`src/rtl/trigger_bank_ctrl_if.sv`:
```
// ---------------------------------------------------------------------------
// trigger_bank_ctrl_if
//
// Purpose:
//   Bundles the configuration, market-snapshot and fire handshakes of the
//   trigger bank controller, plus its status outputs, into one interface.
//
// Signal summary (directions as seen from the controller, i.e. the slave):
//   cfg_valid      in   configuration write request
//   cfg_ready      out  configuration write accepted when high with cfg_valid
//   cfg_slot       in   slot index to write
//   cfg_arm        in   1 = arm slot with the fields below, 0 = disarm slot
//   cfg_side       in   0 = bid, 1 = ask
//   cfg_direction  in   0 = less aggressive, 1 = more aggressive
//   cfg_price      in   trigger reference price
//   mkt_valid      in   new market snapshot offered
//   mkt_ready      out  snapshot accepted when high with mkt_valid
//   bid_price      in   market highest bid
//   ask_price      in   market lowest ask
//   fire_valid     out  a slot's trigger is satisfied
//   fire_ready     in   downstream accepts the fire event
//   fire_slot      out  index of the firing slot
//   fire_price     out  snapshot price of the firing slot's side
//   busy           out  controller is not idle
//   fire_count     out  count of completed fire handshakes (wraps at 256)
//
// Modports:
//   master  - the environment driving configuration / market / fire_ready
//   slave   - the controller
// ---------------------------------------------------------------------------
interface trigger_bank_ctrl_if #(
    parameter int NUM_SLOTS = 4,
    parameter int PRICE_W   = 8
);
    localparam int SLOT_W = $clog2(NUM_SLOTS);

    // Configuration channel
    logic               cfg_valid;
    logic               cfg_ready;
    logic [SLOT_W-1:0]  cfg_slot;
    logic               cfg_arm;
    logic               cfg_side;
    logic               cfg_direction;
    logic [PRICE_W-1:0] cfg_price;

    // Market snapshot channel
    logic               mkt_valid;
    logic               mkt_ready;
    logic [PRICE_W-1:0] bid_price;
    logic [PRICE_W-1:0] ask_price;

    // Fire event channel
    logic               fire_valid;
    logic               fire_ready;
    logic [SLOT_W-1:0]  fire_slot;
    logic [PRICE_W-1:0] fire_price;

    // Status
    logic               busy;
    logic [7:0]         fire_count;

    modport master (
        output cfg_valid, cfg_slot, cfg_arm, cfg_side, cfg_direction, cfg_price,
        input  cfg_ready,
        output mkt_valid, bid_price, ask_price,
        input  mkt_ready,
        input  fire_valid, fire_slot, fire_price,
        output fire_ready,
        input  busy, fire_count
    );

    modport slave (
        input  cfg_valid, cfg_slot, cfg_arm, cfg_side, cfg_direction, cfg_price,
        output cfg_ready,
        input  mkt_valid, bid_price, ask_price,
        output mkt_ready,
        output fire_valid, fire_slot, fire_price,
        input  fire_ready,
        output busy, fire_count
    );
endinterface

```
`src/rtl/trigger_bank_ctrl.sv`:
```
// ---------------------------------------------------------------------------
// trigger_bank_ctrl
//
// Purpose:
//   Holds NUM_SLOTS one-shot price triggers. Each accepted market snapshot is
//   scanned slot by slot (one slot per cycle, ascending index). An armed slot
//   whose condition holds against the snapshot raises a fire event; when the
//   event is accepted the slot disarms itself and the fire counter advances.
//
//   Trigger condition (strict, equality never fires):
//     bid side, more aggressive : snapshot bid >  price
//     bid side, less aggressive : snapshot bid <  price
//     ask side, more aggressive : snapshot ask <  price
//     ask side, less aggressive : snapshot ask >  price
//
// Ports:
//   clock  in   sole clock, rising edge
//   reset  in   synchronous active-high reset
//   bus    slave modport of trigger_bank_ctrl_if (cfg / mkt / fire channels,
//               busy and fire_count status)
//
// Configuration and market snapshots are accepted only while idle. A
// configuration write and a snapshot in the same idle cycle are both taken,
// and the scan sees the freshly written slot.
// ---------------------------------------------------------------------------
module trigger_bank_ctrl #(
    parameter int NUM_SLOTS = 4,
    parameter int PRICE_W   = 8
) (
    input logic                clock,
    input logic                reset,
    trigger_bank_ctrl_if.slave bus
);
    localparam int                SLOT_W   = $clog2(NUM_SLOTS);
    localparam logic [SLOT_W-1:0] LAST_IDX = SLOT_W'(NUM_SLOTS - 1);

    typedef enum logic [1:0] {
        ST_IDLE,
        ST_SCAN,
        ST_FIRE
    } state_e;

    // -----------------------------------------------------------------------
    // State
    // -----------------------------------------------------------------------
    state_e               state_q, state_d;
    logic [SLOT_W-1:0]    idx_q, idx_d;

    logic [NUM_SLOTS-1:0] armed_q, armed_d;
    logic [NUM_SLOTS-1:0] side_q, side_d;
    logic [NUM_SLOTS-1:0] dir_q, dir_d;
    logic [PRICE_W-1:0]   price_q [NUM_SLOTS];
    logic [PRICE_W-1:0]   price_d [NUM_SLOTS];

    logic [PRICE_W-1:0]   snap_bid_q, snap_bid_d;
    logic [PRICE_W-1:0]   snap_ask_q, snap_ask_d;
    logic [PRICE_W-1:0]   fire_price_q, fire_price_d;
    logic [7:0]           fire_count_q, fire_count_d;

    // -----------------------------------------------------------------------
    // Trigger condition for one slot against the latched snapshot
    // -----------------------------------------------------------------------
    function automatic logic is_satisfied(
        input logic               side,
        input logic               dir,
        input logic [PRICE_W-1:0] ref_price,
        input logic [PRICE_W-1:0] bid,
        input logic [PRICE_W-1:0] ask
    );
        logic hit;
        case ({side, dir})
            2'b01:   hit = (bid > ref_price);
            2'b00:   hit = (bid < ref_price);
            2'b11:   hit = (ask < ref_price);
            default: hit = (ask > ref_price);
        endcase
        return hit;
    endfunction

    // -----------------------------------------------------------------------
    // Handshakes and the current scan decision
    // -----------------------------------------------------------------------
    logic idle;
    logic cfg_hs;
    logic mkt_hs;
    logic fire_hs;
    logic cur_hit;
    logic last_slot;

    assign idle      = (state_q == ST_IDLE);
    assign cfg_hs    = idle && bus.cfg_valid;
    assign mkt_hs    = idle && bus.mkt_valid;
    assign fire_hs   = (state_q == ST_FIRE) && bus.fire_ready;
    assign last_slot = (idx_q == LAST_IDX);
    assign cur_hit   = armed_q[idx_q] &&
                       is_satisfied(side_q[idx_q], dir_q[idx_q], price_q[idx_q],
                                    snap_bid_q, snap_ask_q);

    // -----------------------------------------------------------------------
    // Next-state logic
    // -----------------------------------------------------------------------
    always_comb begin
        // NOTE: every _d gets its hold value first so no path can infer a latch.
        state_d      = state_q;
        idx_d        = idx_q;
        armed_d      = armed_q;
        side_d       = side_q;
        dir_d        = dir_q;
        price_d      = price_q;
        snap_bid_d   = snap_bid_q;
        snap_ask_d   = snap_ask_q;
        fire_price_d = fire_price_q;
        fire_count_d = fire_count_q;

        case (state_q)
            ST_IDLE: begin
                // Disarm keeps side/direction/price so only the armed bit moves.
                if (cfg_hs) begin
                    armed_d[bus.cfg_slot] = bus.cfg_arm;
                    if (bus.cfg_arm) begin
                        side_d[bus.cfg_slot]  = bus.cfg_side;
                        dir_d[bus.cfg_slot]   = bus.cfg_direction;
                        price_d[bus.cfg_slot] = bus.cfg_price;
                    end
                end
                if (mkt_hs) begin
                    snap_bid_d = bus.bid_price;
                    snap_ask_d = bus.ask_price;
                    idx_d      = '0;
                    state_d    = ST_SCAN;
                end
            end

            ST_SCAN: begin
                if (cur_hit) begin
                    // Capture the price once so it stays stable through FIRE.
                    fire_price_d = side_q[idx_q] ? snap_ask_q : snap_bid_q;
                    state_d      = ST_FIRE;
                end else if (last_slot) begin
                    state_d = ST_IDLE;
                end else begin
                    idx_d = idx_q + SLOT_W'(1);
                end
            end

            ST_FIRE: begin
                if (fire_hs) begin
                    armed_d[idx_q] = 1'b0;
                    fire_count_d   = fire_count_q + 8'd1;
                    if (last_slot) begin
                        state_d = ST_IDLE;
                    end else begin
                        idx_d   = idx_q + SLOT_W'(1);
                        state_d = ST_SCAN;
                    end
                end
            end

            default: begin
                state_d = ST_IDLE;
            end
        endcase
    end

    // -----------------------------------------------------------------------
    // State registers
    // -----------------------------------------------------------------------
    always_ff @(posedge clock) begin
        if (reset) begin
            // NOTE: the slot table is reset on purpose; a power-up slot must
            // never look armed, so this small array lives in flops, not RAM.
            state_q      <= ST_IDLE;
            idx_q        <= '0;
            armed_q      <= '0;
            side_q       <= '0;
            dir_q        <= '0;
            price_q      <= '{default: '0};
            snap_bid_q   <= '0;
            snap_ask_q   <= '0;
            fire_price_q <= '0;
            fire_count_q <= '0;
        end else begin
            // NOTE: non-blocking so every register samples pre-edge values.
            state_q      <= state_d;
            idx_q        <= idx_d;
            armed_q      <= armed_d;
            side_q       <= side_d;
            dir_q        <= dir_d;
            price_q      <= price_d;
            snap_bid_q   <= snap_bid_d;
            snap_ask_q   <= snap_ask_d;
            fire_price_q <= fire_price_d;
            fire_count_q <= fire_count_d;
        end
    end

    // -----------------------------------------------------------------------
    // Outputs
    // -----------------------------------------------------------------------
    // The scan index does not move while in FIRE, so it doubles as fire_slot.
    assign bus.cfg_ready  = idle;
    assign bus.mkt_ready  = idle;
    assign bus.fire_valid = (state_q == ST_FIRE);
    assign bus.fire_slot  = idx_q;
    assign bus.fire_price = fire_price_q;
    assign bus.busy       = !idle;
    assign bus.fire_count = fire_count_q;

endmodule

```
`src/flat_wrapper.sv`:
```
// flat-port wrapper written by rule: the top's interface ports become plain ports
module trigger_bank_ctrl_flat 
#(
    parameter int NUM_SLOTS = 4,
    parameter int PRICE_W   = 8
)
  (clock, reset, bus_cfg_valid, bus_cfg_slot, bus_cfg_arm, bus_cfg_side, bus_cfg_direction, bus_cfg_price, bus_cfg_ready, bus_mkt_valid, bus_bid_price, bus_ask_price, bus_mkt_ready, bus_fire_valid, bus_fire_slot, bus_fire_price, bus_fire_ready, bus_busy, bus_fire_count);
  trigger_bank_ctrl_if #(.NUM_SLOTS(NUM_SLOTS), .PRICE_W(PRICE_W)) bus_i ();
  input logic clock;
  input logic reset;
  input wire logic [$bits(bus_i.cfg_valid)-1:0] bus_cfg_valid;
  input wire logic [$bits(bus_i.cfg_slot)-1:0] bus_cfg_slot;
  input wire logic [$bits(bus_i.cfg_arm)-1:0] bus_cfg_arm;
  input wire logic [$bits(bus_i.cfg_side)-1:0] bus_cfg_side;
  input wire logic [$bits(bus_i.cfg_direction)-1:0] bus_cfg_direction;
  input wire logic [$bits(bus_i.cfg_price)-1:0] bus_cfg_price;
  output wire logic [$bits(bus_i.cfg_ready)-1:0] bus_cfg_ready;
  input wire logic [$bits(bus_i.mkt_valid)-1:0] bus_mkt_valid;
  input wire logic [$bits(bus_i.bid_price)-1:0] bus_bid_price;
  input wire logic [$bits(bus_i.ask_price)-1:0] bus_ask_price;
  output wire logic [$bits(bus_i.mkt_ready)-1:0] bus_mkt_ready;
  output wire logic [$bits(bus_i.fire_valid)-1:0] bus_fire_valid;
  output wire logic [$bits(bus_i.fire_slot)-1:0] bus_fire_slot;
  output wire logic [$bits(bus_i.fire_price)-1:0] bus_fire_price;
  input wire logic [$bits(bus_i.fire_ready)-1:0] bus_fire_ready;
  output wire logic [$bits(bus_i.busy)-1:0] bus_busy;
  output wire logic [$bits(bus_i.fire_count)-1:0] bus_fire_count;
  assign bus_i.cfg_valid = bus_cfg_valid;
  assign bus_i.cfg_slot = bus_cfg_slot;
  assign bus_i.cfg_arm = bus_cfg_arm;
  assign bus_i.cfg_side = bus_cfg_side;
  assign bus_i.cfg_direction = bus_cfg_direction;
  assign bus_i.cfg_price = bus_cfg_price;
  assign bus_cfg_ready = bus_i.cfg_ready;
  assign bus_i.mkt_valid = bus_mkt_valid;
  assign bus_i.bid_price = bus_bid_price;
  assign bus_i.ask_price = bus_ask_price;
  assign bus_mkt_ready = bus_i.mkt_ready;
  assign bus_fire_valid = bus_i.fire_valid;
  assign bus_fire_slot = bus_i.fire_slot;
  assign bus_fire_price = bus_i.fire_price;
  assign bus_i.fire_ready = bus_fire_ready;
  assign bus_busy = bus_i.busy;
  assign bus_fire_count = bus_i.fire_count;
  trigger_bank_ctrl #(.NUM_SLOTS(NUM_SLOTS), .PRICE_W(PRICE_W)) u_core (.clock(clock), .reset(reset), .bus(bus_i));
endmodule
```
`config.mk`:
```
export PLATFORM = sky130hd
export DESIGN_NAME = trigger_bank_ctrl_flat
export DESIGN_NICKNAME = d
export VERILOG_FILES = /design/src/rtl/trigger_bank_ctrl_if.sv /design/src/rtl/trigger_bank_ctrl.sv /design/src/flat_wrapper.sv
export SDC_FILE = /design/constraint.sdc
export NUM_CORES = 1
export LEC_CHECK = 0
export ABC_AREA = 1
export CORE_UTILIZATION = 55
export CTS_BUF_LIST = sky130_fd_sc_hd__clkbuf_4
export DETAILED_ROUTE_END_ITERATION = 16
export DONT_BUFFER_PORTS = 1
export GPL_TIMING_DRIVEN = 0
export PLACE_DENSITY_LB_ADDON = 0.08
export SETUP_SLACK_MARGIN = 0.02
export SLEW_MARGIN = 0
export SYNTH_ARGS = -nofsm -noshare
export SYNTH_HDL_FRONTEND = slang
export SYNTH_SLANG_ARGS = --single-unit
```
`constraint.sdc`:
```
create_clock -name clock -period 5.3 [get_ports clock]
set_clock_uncertainty 0.2 [all_clocks]
set_input_delay 1.06 -clock clock [delete_from_list [all_inputs] [get_ports clock]]
set_output_delay 1.06 -clock clock [all_outputs]
set_load 0.005 [all_outputs]
```
==> flow_summary.json, run 1 <==
{
  "syn-num-nets": 629,
  "viasPerCell": 5.30,
  "initial_utilization_pct": 57.8,
  "cp_num_cells": 19,
  "final-seq-area_mm2": 0.00160,
  "min_path_type": "reg2reg",
  "area_delta_synth_final_pct": 6.27,
  "peakVddDrop_uv": 158,
  "cts_buffers": 9,
  "ys_top_cells_by_area": "dfxtp_1 (40%), nor2_1 (13%), nand2_1 (9.9%)",
  "synth_ff_type": "dfxtp_1",
  "cts_tree": "done",
  "path_class": "reg2reg",
  "cp.arrival_ps": 3740,
  "synth_common_cells": "nor2_1 (140), nand2_1 (105), dfxtp_1 (80)",
  "fin_util_pct": 61.4,
  "grt_use_total_pct": 27.5,
  "yosysWarnings": 0,
  "cap_violations": 0,
  "synth-seq-cells": 80,
  "rr_worst_depth": 19,
  "grt_pass1_wl_mm": 15.8,
  "via_count": 3614,
  "crit_end": "u_core.bus.fire_slot[1]",
  "rr_startpoint": "u_core.bus.fire_slot[0]",
  "pin_count": 56,
  "outcome": "complete, no violations",
  "globalplace.congestion": 0.888,
  "startpoint": "u_core.bus.fire_slot[0]",
  "finalNetCount": 640,
  "grt-ovfl-total": 0,
  "core.rowCount": 30,
  "dieWidth_um": 87.2,
  "firstDrtPassIters": 5,
  "grt_pass1_vias": 3378,
  "slew_headroom_pct": 63.2,
  "instances_no_fill": 682,
  "antenna_found_initial": 0,
  "cts_hold_repair.buffers": 0,
  "grt_max_degree": 13,
  "slowest_delay_ps": 490,
  "clk_pin_slew_ps": 120,
  "rsz0062_at_grt": "no",
  "fp.dieH_um": 87.2,
  "cpMostUsedCell": "nand2_1",
  "synth_cell_types": 33,
  "p_per_area_mw_per_mm2": 425,
  "crit_buf_inv": 4,
  "nFillCells": 676,
  "fp.dieArea_mm2": 0.00760,
  "dp_cells": 666,
  "yosysSeqAreaShare_pct": 40.2,
  "slew_viol_final": 0,
  "critPathLaunchType": "flop",
  "clk_path_buf_depth": 2,
  "power.net_switching_w": 0.000723,
  "clkPwrFrac_pct": 19.8,
  "tns_ps": 0,
  "path_cells": "inv_2 > clkbuf_1 > clkbuf_1 > nand2_1 > a32o_1 > ha_1 > nand2_1 > inv_1 > nand2_1 > nand2_1 > nand2_1 > nand2_1 > nand2_1 > a21oi_2 > nand3_4 > nand2_1 > nand2_1 > nand2_1 > nor2_1",
  "tightest_slew_ps": 552,
  "switching_share_pct": 40.1,
  "r2r_slack_ps": 1690,
  "seq_power_share_pct": 40.5,
  "cp-end-kind": "flop",
  "cts_resized": 0,
  "wirelength_mm": 9.58,
  "cts_sinks": 80,
  "synth_top_area_share_pct": 40.2,
  "cp_top_family": "buffers and inverters",
  "cp_max_fo": 11,
  "final_antenna_net_count": 0,
  "hold_violations": 0,
  "crit_slowest_cell": "clkbuf_1",
  "drc": 0,
  "initialDrtViolationCount": 197,
  "fin_crit_ps": 3610,
  "netlist_instances": 570,
  "yosysTopAreaCell": "dfxtp_1",
  "required_ps": 5430,
  "hpwl_mm": 7.10,
  "finalSetupViolations": 0,
  "power_w": 0.00180,
  "htreeDepth": 3,
  "syn_area_mm2": 0.00399,
  "n_antenna_cell": 0,
  "synth.most_common_cell": "nor2_1",
  "io_buffers": 0,
  "drive_above_1_share_pct": 5.80,
  "cts_setup_buffers": 0,
  "period_share_pct": 68.0,
  "r2r-end": "u_core.bus.fire_slot[1]",
  "intPower_w": 0.00108,
  "cts_root_buf": "clkbuf_4",
  "fmax_mhz": 277,
  "coreArea_mm2": 0.00691,
  "p_leak_nw": 1.77,
  "comb_power_share_pct": 39.7,
  "synthArstFlopShare_pct": 0,
  "multi_input_area_mm2": 0.00211,
  "wl_per_cell_um": 14.0,
  "synth_edf_count": 0,
  "clock_latency_ps": 430,
  "avgSynthCellArea_um2": 7.00
}
[cell usage in the layout, fill, tap and decap left out, types with 4 or more instances in the layout]
master | netlist | final
dfxtp_1 | 80 | 80
nand2_1 | 105 | 105
ha_1 | 25 | 25
a21oi_1 | 34 | 34
clkbuf_1 | 18 | 18
clkinv_1 | 5 | 7
o21ai_0 | 77 | 77
nor2_1 | 140 | 140
a32o_1 | 7 | 7
nand3_1 | 6 | 6
inv_2 | 4 | 4
clkbuf_4 | 0 | 11
inv_1 | 35 | 35
[kinds of logic after synthesis]
kind of cell / Yosys count / synth area share (%)
simple gates: 264 / 26.5
compound gates: 133 / 18.4
flops: 80 / 40.2
buf+inv: 68 / 7.06
fa+ha+maj: 25 / 7.84
[layout make-up]
class,instances,area share (%)
inverter,44,3.90
clock inverter,5,1.12
clock buffer,11,1.95
sequential,80,37.8
tap,96,2.83
multi-input combinational,422,49.7
buffer,24,2.74
[power groups by stage]
stage | logic [W] | registers (W) | clock network, W
3_5_place_dp | 0.000713 | 0.000743 | 0
5_1_grt | 0.000815 | 0.000741 | 0.000390
4_1_cts | 0.000718 | 0.000730 | 0.000361
6_report | 0.000716 | 0.000730 | 0.000356
2_1_floorplan | 0.000566 | 0.000725 | 0
3_3_place_gp | 0.000696 | 0.000742 | 0
[per-layer routing]
metal / track usage, % / vias up / wire (um)
met2: 46.4 / 113 / 4390
li1: - / 1867 / -
met3: 4.93 / 20 / 574
met5: 0 / - / 0
met1: 34.0 / 1614 / 4380
met4: 13.4 / 0 / 240
[worst register-to-register path, cell delays in order (launching register included)]
cell,delay (ps)
dfxtp_1,440
inv_2,170
clkbuf_1,360
clkbuf_1,490
nand2_1,100
a32o_1,280
ha_1,310
nand2_1,50
inv_1,70
nand2_1,50
nand2_1,50
nand2_1,70
nand2_1,60
nand2_1,70
a21oi_2,220
nand3_4,150
nand2_1,170
nand2_1,60
nand2_1,80
nor2_1,60
[worst min-delay path by stage]
stage	endpoint	start	cells past startpoint
after floorplan	u_core.armed_q[3]	u_core.armed_q[3]	2
after global placement	u_core.bus.fire_price[0]	u_core.bus.fire_price[0]	2
after detailed placement	u_core.bus.fire_price[4]	u_core.bus.fire_price[4]	2
after CTS	u_core.bus.fire_price[4]	u_core.bus.fire_price[4]	2
after global routing	u_core.bus.fire_price[5]	u_core.bus.fire_price[5]	2
final	u_core.bus.fire_price[4]	u_core.bus.fire_price[4]	2
[through the flow]
stage / area (um2) / worst slack (ps) / hold WS [ps]
floorplan: 3990 / 2390 / 238
global placement: 4110 / 1820 / 251
detailed placement: 4110 / 1720 / 255
CTS: 4240 / 1700 / 271
global route: 4240 / 1450 / 291
finish: 4240 / 1690 / 267
[state kept, by name, summed over array words and instances (netlist names)]
name,cells
u_core.side_q,4
u_core.snap_ask_q,8
u_core.bus.fire_price,8
u_core.state_q,2
u_core.bus.fire_count,8
u_core.armed_q,4
u_core.price_q,32
u_core.snap_bid_q,8
u_core.bus.fire_slot,2
u_core.dir_q,4
Note: power is estimated with default switching activity, not from simulation.
==> run 2: changes to the inputs <==
- clock period: 5.3 -> 3.54 ns (I/O delays scaled with it)
==> flow_summary.json, run 2 (same netlist as run 1, synthesis figures left out) <==
{
  "r2r-end": "u_core.bus.fire_slot[1]",
  "tightest_slew_ps": 526,
  "viasPerCell": 5.28,
  "power_w": 0.00270,
  "via_count": 3590,
  "area_delta_synth_final_pct": 6.15,
  "n_antenna_cell": 0,
  "cts_sinks": 80,
  "cts_root_buf": "clkbuf_4",
  "antenna_found_initial": 0,
  "hpwl_mm": 7.10,
  "peakVddDrop_uv": 239,
  "clk_pin_slew_ps": 130,
  "met3_length_um": 474,
  "rsz0062_at_grt": "no",
  "dp_cells": 666,
  "slowest_delay_ps": 470,
  "clkPwrFrac_pct": 20.0,
  "clk_path_buf_depth": 2,
  "io_buffers": 0,
  "wl_per_cell_um": 14.1,
  "period_share_pct": 89.7,
  "finalNetCount": 638,
  "setup_slack_ps": 366,
  "startpoint": "u_core.bus.fire_slot[1]",
  "path_cells": "inv_1 > buf_4 > clkbuf_1 > a32o_1 > ha_1 > nand2_1 > nor2_1 > nand2_1 > nand2_1 > nand2_1 > a21oi_2 > nand3_4 > nand2_1 > nand2_1 > nand2_1 > nor2_1",
  "switching_share_pct": 40.1,
  "fp.dieH_um": 87.2,
  "cts_buffers": 9,
  "wl_met1_mm": 4.47,
  "cap_violations": 0,
  "pin_count": 56,
  "coreArea_mm2": 0.00691,
  "multi_input_area_mm2": 0.00211,
  "r2r_slack_ps": 370,
  "min_path_type": "in2reg",
  "fp.dieArea_mm2": 0.00760,
  "finalSetupViolations": 0,
  "cts_setup_buffers": 0,
  "final_common_cell": "nor2_1",
  "p_leak_nw": 1.77,
  "slew_headroom_pct": 64.9,
  "crit_end": "u_core.bus.fire_slot[1]",
  "grt-ovfl-total": 0,
  "hold_violations": 0,
  "layout_common_cells": "nor2_1 (140), nand2_1 (105), dfxtp_1 (79)",
  "final-seq-area_mm2": 0.00160,
  "post-place-ws_ps": -43.4,
  "globalplace.congestion": 0.888,
  "rr_worst_depth": 16,
  "crit_slowest_cell": "dfxtp_2",
  "intPower_w": 0.00161,
  "grt_pass1_wl_mm": 15.8,
  "required_ps": 3670,
  "cts_tree": "done",
  "largest_reg_flops": 32,
  "tns_ps": 0,
  "initialDrtViolationCount": 186,
  "dr_wl_met2_mm": 4.39,
  "whs_ps": 118,
  "instances_no_fill": 680,
  "top_layer": "met4",
  "power.net_switching_w": 0.00108,
  "fmax_mhz": 315,
  "nFillCells": 679,
  "largest_register": "u_core.price_q",
  "grt_max_degree": 13,
  "p_per_area_mw_per_mm2": 637,
  "outcome": "complete, no violations",
  "cpMostUsedCell": "nand2_1",
  "comb_power_share_pct": 39.4,
  "wirelength_mm": 9.57,
  "cts_hold_repair.buffers": 0,
  "path_class": "reg2reg",
  "critPathLaunchType": "flop",
  "slew_viol_final": 0,
  "final_antenna_net_count": 0,
  "fin_crit_ps": 3170,
  "seq_power_share_pct": 40.6,
  "drc": 0,
  "initial_utilization_pct": 57.8,
  "rr_startpoint": "u_core.bus.fire_slot[1]",
  "core.rowCount": 30,
  "cp-end-kind": "flop",
  "dieWidth_um": 87.2,
  "clock_latency_ps": 430,
  "htreeDepth": 3,
  "grt_use_total_pct": 27.5,
  "cts_resized": 1,
  "drive_above_1_share_pct": 6.16,
  "cp.arrival_ps": 3300,
  "cp_max_fo": 11,
  "grt_pass1_vias": 3378,
  "firstDrtPassIters": 4
}
run 2: area by class of cell:
class                   instances  share of cell area (%)
plain buffers                  22                    2.60
clock buffers                  11                    1.95
clock inverters                 5                    1.12
inverters                      44                    3.90
multi-input cells             422                    49.7
flip-flops and latches         80                    37.9
well taps                      96                    2.84
run 2: worst min path at each step:
stage	end	start	cells past startpoint
2_1_floorplan	u_core.armed_q[3]	u_core.armed_q[3]	2
3_3_place_gp	u_core.bus.fire_price[0]	u_core.bus.fire_price[0]	2
3_5_place_dp	u_core.bus.fire_price[4]	u_core.bus.fire_price[4]	2
4_1_cts	u_core.state_q[0]	reset	1
5_1_grt	u_core.state_q[0]	reset	1
6_report	u_core.state_q[1]	reset	1
run 2: critical path, delay by kind of cell (launching register included):
| kind | cells | cell delay, ps |
|---|---|---|
| fa+ha+maj | 1 | 300 |
| simple gates | 10 | 950 |
| flops | 1 | 470 |
| buf+inv | 3 | 550 |
| compound gates | 2 | 600 |
run 2: power groups by stage:
stage	Sequential [W]	Clock, W	Combinational, W
floorplan	0.00108	0	0.000847
global placement	0.00111	0	0.00104
detailed placement	0.00111	0	0.00107
CTS	0.00109	0.000541	0.00108
global route	0.00111	0.000584	0.00122
finish	0.00109	0.000539	0.00106
run 2: per-stage QoR:
step	util (%)	area (um2)
after detailed placement	59.5	4110
after floorplan	-	3990
after global placement	59.5	4110
after CTS	61.4	4240
after global routing	61.3	4230
final	61.3	4230
run 2: per-layer routing:
metal,vias to the layer above,track usage [%]
met5,-,0
met4,0,13.4
met3,21,4.93
met2,100,46.4
met1,1603,34.0
li1,1866,-
==> run 3: changes to the inputs <==
- CELL_PAD_IN_SITES_DETAIL_PLACEMENT: default -> 1
- CELL_PAD_IN_SITES_GLOBAL_PLACEMENT: default -> 2
- CORE_UTILIZATION: 55 -> 37
==> flow_summary.json, run 3 (same netlist as run 1, synthesis figures left out) <==
{
  "final_antenna_net_count": 0,
  "area_delta_synth_final_pct": 6.37,
  "viasPerCell": 5.07,
  "fin_crit_ps": 3250,
  "dp_cells": 706,
  "finalNetCount": 637,
  "crit_buf_inv": 3,
  "finalSetupViolations": 0,
  "outcome": "complete, no violations",
  "comb_power_share_pct": 41.8,
  "cp_max_fo": 16,
  "hpwl_mm": 8.74,
  "cts_hold_repair.buffers": 0,
  "period_share_pct": 91.7,
  "path_cells": "inv_2 > clkbuf_2 > nand2_1 > a32o_1 > ha_1 > nand2_1 > inv_1 > nand2_1 > nand2_1 > nand2_1 > nand2_1 > nand2_1 > a21oi_2 > nand3_4 > nand2_1 > nand2_1 > nand2_1 > nor2_1",
  "switching_share_pct": 42.4,
  "slew_viol_final": 0,
  "crit_slowest_cell": "dfxtp_1",
  "cts_buffers": 9,
  "grt_pass1_vias": 3757,
  "peakVddDrop_uv": 219,
  "fp.dieArea_mm2": 0.0112,
  "globalplace.congestion": 0.798,
  "grt-ovfl-total": 0,
  "cts_setup_buffers": 0,
  "fmax_mhz": 308,
  "core.rowCount": 37,
  "cp.arrival_ps": 3390,
  "multi_input_area_mm2": 0.00211,
  "cts_resized": 1,
  "pin_count": 56,
  "layout_common_cells": "nor2_1 (140), nand2_1 (105), dfxtp_1 (80)",
  "via_count": 3632,
  "p_per_area_mw_per_mm2": 628,
  "required_ps": 3690,
  "coreArea_mm2": 0.0104,
  "cap_violations": 0,
  "nFillCells": 1364,
  "hold_violations": 0,
  "drc": 0,
  "largest_register": "u_core.price_q",
  "rsz0062_at_grt": "no",
  "drive_above_1_share_pct": 5.51,
  "grt_pass1_wl_mm": 19.1,
  "htreeDepth": 3,
  "final-seq-area_mm2": 0.00160,
  "clock_latency_ps": 440,
  "cts_root_buf": "clkbuf_4",
  "clk_pin_slew_ps": 120,
  "cts_sinks": 80,
  "wl_per_cell_um": 16.2,
  "wirelength_mm": 11.6,
  "min_path_type": "in2reg",
  "cpMostUsedCell": "nand2_1",
  "grt_use_total_pct": 22.4,
  "seq_power_share_pct": 41.0,
  "slowest_delay_ps": 450,
  "instances_no_fill": 717,
  "dieWidth_um": 106,
  "critPathLaunchType": "flop",
  "largest_reg_flops": 32,
  "fp.dieH_um": 106,
  "path_class": "reg2reg",
  "power.net_switching_w": 0.00113,
  "initialDrtViolationCount": 106,
  "cp-end-kind": "flop",
  "antenna_found_initial": 0,
  "cp_top_family": "simple AND/OR/NAND/NOR gates",
  "final_common_cell": "nor2_1",
  "clkPwrFrac_pct": 17.2,
  "initial_utilization_pct": 38.5,
  "tightest_slew_ps": 588,
  "fin_util_pct": 40.9,
  "firstDrtPassIters": 4,
  "slew_headroom_pct": 60.8,
  "n_antenna_cell": 0,
  "intPower_w": 0.00154,
  "p_leak_nw": 1.75,
  "cts_tree": "done",
  "clk_path_buf_depth": 2,
  "io_buffers": 0,
  "grt_max_degree": 20
}
run 3: cell types whose count changed in the layout (fill, tap and decap cells not counted):
cell / delta
clkinv_1: +1
dfxtp_2: -1
bufinv_16: -1
dfxtp_1: +1
clkbuf_1: -1
clkinv_2: -2
run 3: layer usage:
layer,track usage [%],vias up,wire length (um)
li1,-,1865,-
met1,28.0,1694,5510
met2,38.8,59,5530
met3,4.02,14,426
met4,7.44,0,154
met5,0,-,0
run 3: path summary, 6_finish.rpt:
kind / start / endpoint / slack, ps / cells past startpoint
setup / recovery: u_core.bus.fire_slot[0] / u_core.bus.fire_slot[0] / 290 / 18
hold / removal: reset / u_core.armed_q[3] / 120 / 1
setup reg to reg: u_core.bus.fire_slot[0] / u_core.bus.fire_slot[0] / 290 / 18
hold reg to reg: u_core.bus.fire_price[1] / u_core.bus.fire_price[1] / 270 / 2
run 3: layout make-up:
class                   instances  area share, %
flip-flops and latches         80           37.7
multi-input cells             422           49.6
clock inverters                 3          0.265
clock buffers                  11           1.95
inverters                      44           3.89
plain buffers                  21           2.51
well taps                     136           4.01
run 3: stage by stage:
step           setup WS, ps  power (W)  area (um2)  TNS, ps  hold slack (ps)
2_1_floorplan           626    0.00193        3990        0              238
3_3_place_gp           -143    0.00221        4160     -885              251
3_5_place_dp           -273    0.00225        4160    -2280              261
4_1_cts                56.4    0.00271        4250        0              109
5_1_grt                35.2    0.00291        4240        0             90.6
6_report                294    0.00267        4240        0              120
run 3: power groups by stage:
stage / Sequential, W / Combinational (W) / Clock [W]
5_1_grt: 0.00111 / 0.00130 / 0.000506
4_1_cts: 0.00110 / 0.00113 / 0.000476
2_1_floorplan: 0.00108 / 0.000847 / 0
6_report: 0.00109 / 0.00111 / 0.000460
3_5_place_dp: 0.00112 / 0.00114 / 0
3_3_place_gp: 0.00111 / 0.00110 / 0
